==> src/rtl/tx_sched_rr.sv <==
// Work-conserving round-robin TX dequeue scheduler with per-requester burst quotas.
// Optional starvation monitor is built when TX_SCHED_STARVE_MON_EN is defined.
module tx_sched_rr #(
  parameter int N_REQ         = 16,
  parameter int QUOTA_W       = 4,
  parameter int DEFAULT_QUOTA = 1,
  parameter int STARVE_LIMIT  = 1024,
  localparam int IDX_W        = $clog2(N_REQ)
) (
  input  logic               clk,
  input  logic               reset,
  input  logic [N_REQ-1:0]   req,
  input  logic [N_REQ-1:0]   req_multi,
  input  logic               host_almFull,
  input  logic               quota_wr_en,
  input  logic [IDX_W-1:0]   quota_wr_idx,
  input  logic [QUOTA_W-1:0] quota_wr_data,
  output logic               grant_valid,
  output logic [IDX_W-1:0]   grant_idx,
  output logic [N_REQ-1:0]   grant_onehot,
  output logic [N_REQ-1:0]   starve_flag
);

  typedef enum logic [1:0] {
    DEC_HOLD,
    DEC_CONT,
    DEC_ROT
  } dec_t;

  localparam logic [QUOTA_W-1:0] DEF_Q   = QUOTA_W'(DEFAULT_QUOTA);
  localparam logic [N_REQ-1:0]   ONE_BIT = N_REQ'(1);

  if (N_REQ < 2 || STARVE_LIMIT < 1) begin : g_bad_params
  end

  logic [IDX_W-1:0]   r_owner;
  logic [QUOTA_W-1:0] r_burst_cnt;
  logic [QUOTA_W-1:0] r_quota [N_REQ];
  logic               r_grant_valid;
  logic [IDX_W-1:0]   r_grant_idx;
  logic [N_REQ-1:0]   r_grant_onehot;

  logic [N_REQ-1:0]   w_eff_req;
  logic [QUOTA_W-1:0] w_quota_eff;
  logic               w_rot_found;
  logic [IDX_W-1:0]   w_rot_idx;
  dec_t               w_dec;

  // A FIFO dequeued this cycle with a single entry still shows notEmpty; mask it.
  assign w_eff_req   = req & ~(r_grant_onehot & ~req_multi);
  assign w_quota_eff = (r_quota[r_owner] == '0) ? QUOTA_W'(1) : r_quota[r_owner];

  // NOTE: every always_comb output gets a default before the loop/if so no latch is inferred.
  always_comb begin
    w_rot_found = 1'b0;
    w_rot_idx   = r_owner;
    for (int k = 1; k <= N_REQ; k++) begin
      if (!w_rot_found && w_eff_req[(int'(r_owner) + k) % N_REQ]) begin
        w_rot_found = 1'b1;
        w_rot_idx   = IDX_W'((int'(r_owner) + k) % N_REQ);
      end
    end
  end

  // burst_cnt==0 means no burst is open (only after reset), so the first grant always rotates from 0.
  always_comb begin
    w_dec = DEC_HOLD;
    if (!host_almFull && (|w_eff_req)) begin
      if ((r_burst_cnt != '0) && w_eff_req[r_owner] && (r_burst_cnt < w_quota_eff))
        w_dec = DEC_CONT;
      else
        w_dec = DEC_ROT;
    end
  end

  // NOTE: the quota table is reset because reset must reload DEFAULT_QUOTA, unlike a data RAM.
  always_ff @(posedge clk) begin
    if (reset) begin
      r_owner        <= IDX_W'(N_REQ - 1);
      r_burst_cnt    <= '0;
      r_grant_valid  <= 1'b0;
      r_grant_idx    <= '0;
      r_grant_onehot <= '0;
      for (int i = 0; i < N_REQ; i++) r_quota[i] <= DEF_Q;
    end else begin
      case (w_dec)
        DEC_CONT: begin
          r_grant_valid  <= 1'b1;
          r_grant_idx    <= r_owner;
          r_grant_onehot <= ONE_BIT << r_owner;
          r_burst_cnt    <= r_burst_cnt + QUOTA_W'(1);
        end
        DEC_ROT: begin
          r_grant_valid  <= 1'b1;
          r_grant_idx    <= w_rot_idx;
          r_grant_onehot <= ONE_BIT << w_rot_idx;
          r_owner        <= w_rot_idx;
          r_burst_cnt    <= QUOTA_W'(1);
        end
        default: begin
          r_grant_valid  <= 1'b0;
          r_grant_idx    <= '0;
          r_grant_onehot <= '0;
        end
      endcase
      if (quota_wr_en) r_quota[quota_wr_idx] <= quota_wr_data;
    end
  end

  assign grant_valid  = r_grant_valid;
  assign grant_idx    = r_grant_idx;
  assign grant_onehot = r_grant_onehot;

`ifdef TX_SCHED_STARVE_MON_EN
  logic [15:0]      r_wait [N_REQ];
  logic [15:0]      w_wait_next [N_REQ];
  logic [N_REQ-1:0] r_starve;

  always_comb begin
    for (int i = 0; i < N_REQ; i++) begin
      w_wait_next[i] = '0;
      if (req[i] && !r_grant_onehot[i])
        w_wait_next[i] = (r_wait[i] == 16'hFFFF) ? r_wait[i] : r_wait[i] + 16'd1;
    end
  end

  always_ff @(posedge clk) begin
    if (reset) begin
      r_starve <= '0;
      for (int i = 0; i < N_REQ; i++) r_wait[i] <= '0;
    end else begin
      for (int i = 0; i < N_REQ; i++) begin
        r_wait[i]   <= w_wait_next[i];
        r_starve[i] <= ({16'd0, w_wait_next[i]} >= 32'(STARVE_LIMIT));
      end
    end
  end

  assign starve_flag = r_starve;
`else
  assign starve_flag = '0;
`endif

endmodule

==> config.mk <==
export PLATFORM = sky130hd
export DESIGN_NAME = tx_sched_rr
export DESIGN_NICKNAME = d
export VERILOG_FILES = /design/src/rtl/tx_sched_rr.sv
export SDC_FILE = /design/constraint.sdc
export NUM_CORES = 1
export LEC_CHECK = 0
export BUFFER_PORTS_ARGS = -buffer_cell sky130_fd_sc_hd__buf_2
export CAP_MARGIN = 40
export CORE_MARGIN = 2
export CORE_UTILIZATION = 35
export DETAILED_ROUTE_END_ITERATION = 8
export PLACE_DENSITY = 0.62
export SYNTH_ARGS = -nofsm -noshare
export SYNTH_HDL_FRONTEND = slang
export SYNTH_SLANG_ARGS = --single-unit
==> constraint.sdc <==
create_clock -name clk -period 3.7 [get_ports clk]
set_input_delay 0.74 -clock clk [delete_from_list [all_inputs] [get_ports clk]]
set_output_delay 0.74 -clock clk [all_outputs]
set_load 0.05 [all_outputs]
# --- Word level (Yosys, flattened, before mapping) ---
# Memory sizes are Yosys's and may differ from the RTL's. A register that Yosys moved wholly into a read port is not among the register bits.
# Cells that the tools add are included.
word_totals:
  out_inout_bits: 37
  mem_bits_rw: 64
  n_memories: 1
  elab_cells: 219
  ff_bits: 29
  inputBits: 44
op_classes:
  bitwise_logic: 20
  shifts: 2
  addsub: 17
  muxes: 98
  order_cmp: 18
  eq_ne: 2
  n_reduce_logical: 56
mem_list:
  columns: ["name", "words", "word_bits", "rd", "rd_clocked_by_memory_dff", "wr", "line", "source"]
  rows:
  - ["r_quota", 16, 4, 1, 1, 16, "38", "logic [QUOTA_W-1:0] r_quota [N_REQ];"]
op_table:
  columns: ["cell", "n"]
  rows:
  - ["5-bit by 6-bit < comparator with 1-bit output (second input constant)", 16]
  - ["4-bit 2-to-1 mux", 21]
  - ["1-bit binary-select mux with 4-bit select", 17]
  - ["4-bit OR reduction", 17]
  - ["1-bit 2-to-1 mux", 55]
  - ["4-bit adder (second input constant)", 8]
  - ["16-bit bitwise AND", 2]
  - ["16-bit NOT", 2]
  - ["16-bit one-hot mux with 2 select lines", 1]
  - ["1-bit by 4-bit << shifter with 16-bit output (first input constant)", 2]
  - ["1-bit logical AND", 18]
  - ["4-bit by 3-bit adder with 4-bit output (second input constant)", 4]
  - ["1-bit bitwise AND (first input constant)", 16]
  - ["1-bit logical NOT", 16]
  - ["4-bit one-hot mux with 2 select lines", 2]
  - ["16-bit OR reduction", 1]
  - ["4-bit by 1-bit adder with 4-bit output (second input constant)", 3]
  - ["4-bit by 2-bit adder with 4-bit output (second input constant)", 2]
  - ["4-bit by 5-bit < comparator with 1-bit output (second input constant)", 1]
  - ["4-bit logical NOT", 1]
  - ["4-bit < comparator", 1]
  - ["2-bit 2-to-1 mux", 2]
  - ["4-bit nonzero test", 1]
  - ["2-bit by 1-bit == test with 1-bit output (second input constant)", 1]
  - ["other kinds (3)", 3]

# --- Depth between registers and ports, before layout ---
logic_depth:
  ltp_word: 55
  depth_mapped: 19
  mapped_depth_nobuf: 14

# --- Least setup slack after synthesis ---
# Ideal clock, no wire load.
synth_path:
  kind: "register to register"
  from: "reg r_owner[1]"
  to: "reg r_grant_onehot[6], in the netlist grant_onehot[6]"
  setup_time_ps: 67
  required_time_ps: 3633
  synth_period_minus_slack_ps: 4100
  t_arrival_ps: 4033
  n_path_buf: 4
  path_slack_ps: -400
  path_stages_with_launch: 18
  cell_sequence: "dfxtp_1 buf_6 clkinv_2 buf_8 ha_1 buf_2 and2_1 a221oi_1 o32a_1 nand4_4 or4_1 buf_4 or2_4 nor4_4 a221oi_2 o311ai_4 or3b_4 nor2_1"
synth_between:
  elab_chain_len: 52
  elab_cells_between_ends: 136
  classes_between: "add/sub (16); eq/ne (2); shift (2); mux (84); reduce/logical (32)"
synth_lines:
  columns: ["element", "line", "source"]
  rows:
  - ["start, declared", "36", "logic [IDX_W-1:0] r_owner;"]
  - ["start signal, assigned", "79", "r_owner <= IDX_W'(N_REQ - 1);"]
  - ["start signal, assigned", "97", "r_owner <= w_rot_idx;"]
  - ["4-bit by 1-bit adder with 4-bit output", "58, 60", null]
  - ["1-bit binary-select mux with 4-bit select", "58", "if (!w_rot_found && w_eff_req[(int'(r_owner) + k) % N_REQ]) begin"]
  - ["1-bit 2-to-1 mux (implied by the code) (2 in a row)", "58", null]
  - ["1-bit 2-to-1 mux", "58", null]
  - ["1-bit logical NOT", "58", null]
  - ["1-bit logical AND", "58", null]
  - ["1-bit 2-to-1 mux", "58", null]
  - ["1-bit logical NOT", "58", null]
  - ["[35 not listed]", null, null]
  - ["1-bit logical NOT", "58", null]
  - ["1-bit logical AND", "58", null]
  - ["1-bit 2-to-1 mux", "58", null]
  - ["1-bit logical NOT", "58", null]
  - ["1-bit logical AND", "58", null]
  - ["4-bit 2-to-1 mux", "58", null]
  - ["1-bit by 4-bit << shifter with 16-bit output", "96", "r_grant_onehot <= ONE_BIT << w_rot_idx;"]
  - ["16-bit one-hot mux with 2 select lines *", "86", "case (w_dec)"]
  - ["end signal, assigned", "90", "r_grant_onehot <= ONE_BIT << r_owner;"]
  - ["end signal, assigned", "96", null]
  - ["end, declared", "41", "logic [N_REQ-1:0] r_grant_onehot;"]
# Every way passes the cells marked *; elsewhere a longest branch is shown, timed or not. The select of a mux whose other input is x is not followed.
# A chain may end at the register's enable or synchronous reset.

# --- Worst setup path in the final report ---
# Same ends and word-level chain as after synthesis.

==> results.sh <==
export IMPL_crit_fanout=8
export IMPL_p_leak_nw=4.18
export IMPL_cts_tree="yes"
export IMPL_gp_congestion=0.953
export IMPL_fmax_mhz=259
export IMPL_violations="negative setup slack"
export IMPL_root_buffer="clkbuf_16"
export IMPL_syn_avg_cell_area_um2=9.64
export IMPL_area_growth_pct=41.9
export IMPL_ys_warn_count=0
export IMPL_ios=81
export IMPL_grt_max_degree=20
export IMPL_final_nets=1071
export IMPL_rsz0062_at_grt="yes"
export IMPL_synth_cell_types=88
export IMPL_critPathLaunchType="register"
export IMPL_wl_per_cell_um=18.8
export IMPL_critPathTopFamily="multiplexers"
export IMPL_routed_via_density=5.40
export IMPL_placed_area_mm2=0.00938
export IMPL_slew_limit_headroom_pct=63.4
export IMPL_post_route_min_period_ns=3.86
export IMPL_critPathSlowestCell="mux4_2"
export IMPL_io_buffer_count=64
export IMPL_die_area_mm2=0.0219
export IMPL_worstSkewPairLatency_ns=0.34
export IMPL_slowest_delay_ns=0.57
export IMPL_synthCells=752
export IMPL_drv_slew=0
export IMPL_yosysTopAreaCell="edfxtp_1"
export IMPL_crit_type="reg -> reg"
export IMPL_required_ns=3.98
export IMPL_fin_ws_ns=-0.164
export IMPL_grt_util_all_layers_pct=22.2
export IMPL_clock_path_buffers=2
export IMPL_initial_core_util_pct=35.7
export IMPL_cts_sinks=97
export IMPL_setup_viol=14
export IMPL_core_mm2=0.0203
export IMPL_drc=0
export IMPL_async_flop_share_pct=0
export IMPL_die_x_um=148
export IMPL_routed_wl_mm=24.2
export IMPL_cap_violations=0
export IMPL_cp_end_kind="register"
export IMPL_hold_viol=0
export IMPL_dp_hpwl_mm=18.9
export IMPL_arrival_ns=4.14
export IMPL_die_height_um=148
export IMPL_crit_buf_inv=3
export IMPL_synth_edf_count=64
export IMPL_holdWs_ns=0.592
export IMPL_nFillCells=1860
export IMPL_cts_made_buffers=9
export IMPL_first_global_vias=6911
export IMPL_worstMarginPinSlew_ns=0.550
export IMPL_synth_area_top_cells="edfxtp_1 27%, mux4_2 10%, dfxtp_1 9.1%"
export IMPL_dr_pass1_iters=5
export IMPL_p_total_w=0.0107
export IMPL_grt_pass1_wl_mm=37.8
export IMPL_rows=52
export IMPL_postLayoutCellArea_mm2=0.0103
export IMPL_cts_hold_buf=0
export IMPL_hp_class="reg -> reg"
export IMPL_antenna_left=0
export IMPL_clk_pin_slew_ns=0.07
export IMPL_initialDrtViolationCount=535
export IMPL_layout_drive_gt1_share_pct=45.8
export IMPL_status="finished with violations"
export IMPL_post_route_period_util_pct=104
export IMPL_ys_flop_type="edfxtp_1"
export IMPL_detailroute_via_count=6967
export IMPL_peakVddDrop_v=0.000403
export IMPL_synth_area_mm2=0.00725
export IMPL_fin_skew_ns=0.00945
export IMPL_antenna_found_initial=0
export IMPL_path_cells="clkinv_4 -> ha_4 -> mux4_2 -> mux4_2 -> nand4_4 -> or4_4 -> nor2_4 -> buf_6 -> buf_6 -> a21o_1 -> o32a_1 -> o21a_4 -> or3b_4 -> nor2_1"
export IMPL_diodes=0
export IMPL_synth_top_area_share_pct=26.5
export IMPL_h_tree_depth=3
export IMPL_power_density_mw_per_mm2=1040
export IMPL_ys_seq_area_share_pct=35.6
export IMPL_gr_total_overflow=0
export IMPL_ys_seq_elements=97
==> per-layer routing <==
metal / vias up / global-route usage (%) / wire (µm)
met5: - / 0 / 0
met4: 0 / 8.29 / 713
met3: 44 / 2.99 / 1180
met2: 219 / 37.5 / 12000
met1: 3363 / 29.1 / 10300
li1: 3341 / - / -
==> final timing paths <==
kind | from | end | slack (ns) | depth (start not counted)
max | r_owner[1] | grant_onehot[6] | -0.16 | 14
min | r_burst_cnt[0] | r_burst_cnt[0] | 0.59 | 2
max reg2reg | r_owner[1] | grant_onehot[6] | -0.16 | 14
min reg2reg | r_burst_cnt[0] | r_burst_cnt[0] | 0.59 | 2
==> through the flow <==
stage	TNS [ns]	setup slack (ns)	util, %	instances
after global placement	-10.75	-0.555	46.2	1262
final	-1.22	-0.164	50.7	1290
after detailed placement	-10.46	-0.531	46.2	1262
after global routing	-2.84	-0.236	50.7	1290
after CTS	-0.839	-0.0971	49.4	1289
after floorplan	-0.612	-0.0816	-	767
==> timing repair <==
action | CTS | global route
setup buffers | 11 | 3
setup endpoints to repair | 20 | 21
resized for setup | 56 | 53
pin swaps | 15 | 23
==> layout make-up <==
| type | instances | area (µm²) | area share, % |
|---|---|---|---|
| clock inverter | 6 | 57.6 | 0.560 |
| clock buffer | 10 | 250 | 2.43 |
| tap | 270 | 338 | 3.29 |
| timing repair buffer | 287 | 2110 | 20.5 |
| inverter | 15 | 72.6 | 0.706 |
| sequential | 97 | 2590 | 25.2 |
| multi-input combinational | 605 | 4860 | 47.3 |
==> worst register-to-register path, delay by kind of cell, from the launching register on <==
kind	cells	cell delay (ns)
buffers and inverters	3	0.27
AO/OA/AOI/OAI	3	0.80
adder cells (fa/ha/maj)	1	0.35
multiplexers	2	1.11
AND/OR/NAND/NOR	5	0.89
flip-flops	1	0.37
==> kinds of logic after synthesis <==
group | after synthesis | share of synthesized area, %
simple gates | 365 | 27.1
other cells | 1 | 0.0517
compound gates | 152 | 15.8
xor+xnor | 17 | 2.42
mux | 43 | 11.7
fa+ha+maj | 12 | 2.07
buf+inv | 65 | 5.23
flops | 97 | 35.6
==> cell usage after synthesis, types with 13 or more instances <==
library cell  number
nand4_1           16
dfxtp_1           33
nand2b_1          31
buf_4             18
or2_2             20
nand2_1           55
nor2_1            78
a21oi_1           16
mux4_2            33
clkbuf_1          14
o22ai_1           13
nand3_1           36
o21ai_0           14
and2_1            60
edfxtp_1          64
or3_1             18
o211ai_1          16
==> report_power, final <==
part / internal, W / leakage [nW] / switching (W)
Clock: 0.000511 / 0.152 / 0.000423
Sequential: 0.00128 / 0.888 / 0.000101
Combinational: 0.00409 / 3.14 / 0.00426
Total: 0.00588 / 4.18 / 0.00478
==> sequential cells by signal, summed over array words and instances, names as in the netlist, named ones only <==
name / cells
grant_idx: 4
grant_onehot: 16
grant_valid: 1
r_burst_cnt: 4
r_owner: 4
r_quota: 64
==> cells in the final DEF (no fill, tap or decap), types with 7 or more instances in the layout <==
master     synthesis  final
or3_1             18     15
a31oi_1            9      8
conb_1             1     16
edfxtp_1          64     64
buf_4             18    204
nand2_2            1     15
buf_6              4     14
nand4_1           16     16
nand2b_1          31     21
clkbuf_16          0     10
o22ai_1           13      7
nand2_1           55     41
buf_2              9     64
o21ai_0           14     10
nor2_1            78     67
nor3_1            11     10
inv_1             10     10
a211oi_1          10      9
o211ai_1          16     16
a22o_1             9      9
dfxtp_1           33     30
a21oi_1           16     10
nand3_1           36     35
nor2_2             0      8
xnor2_1           11      8
or2_2             20     19
nand2b_4           0      8
mux4_2            33     33
and2_1            60     58
Note: power is estimated with default switching activity, not from simulation.
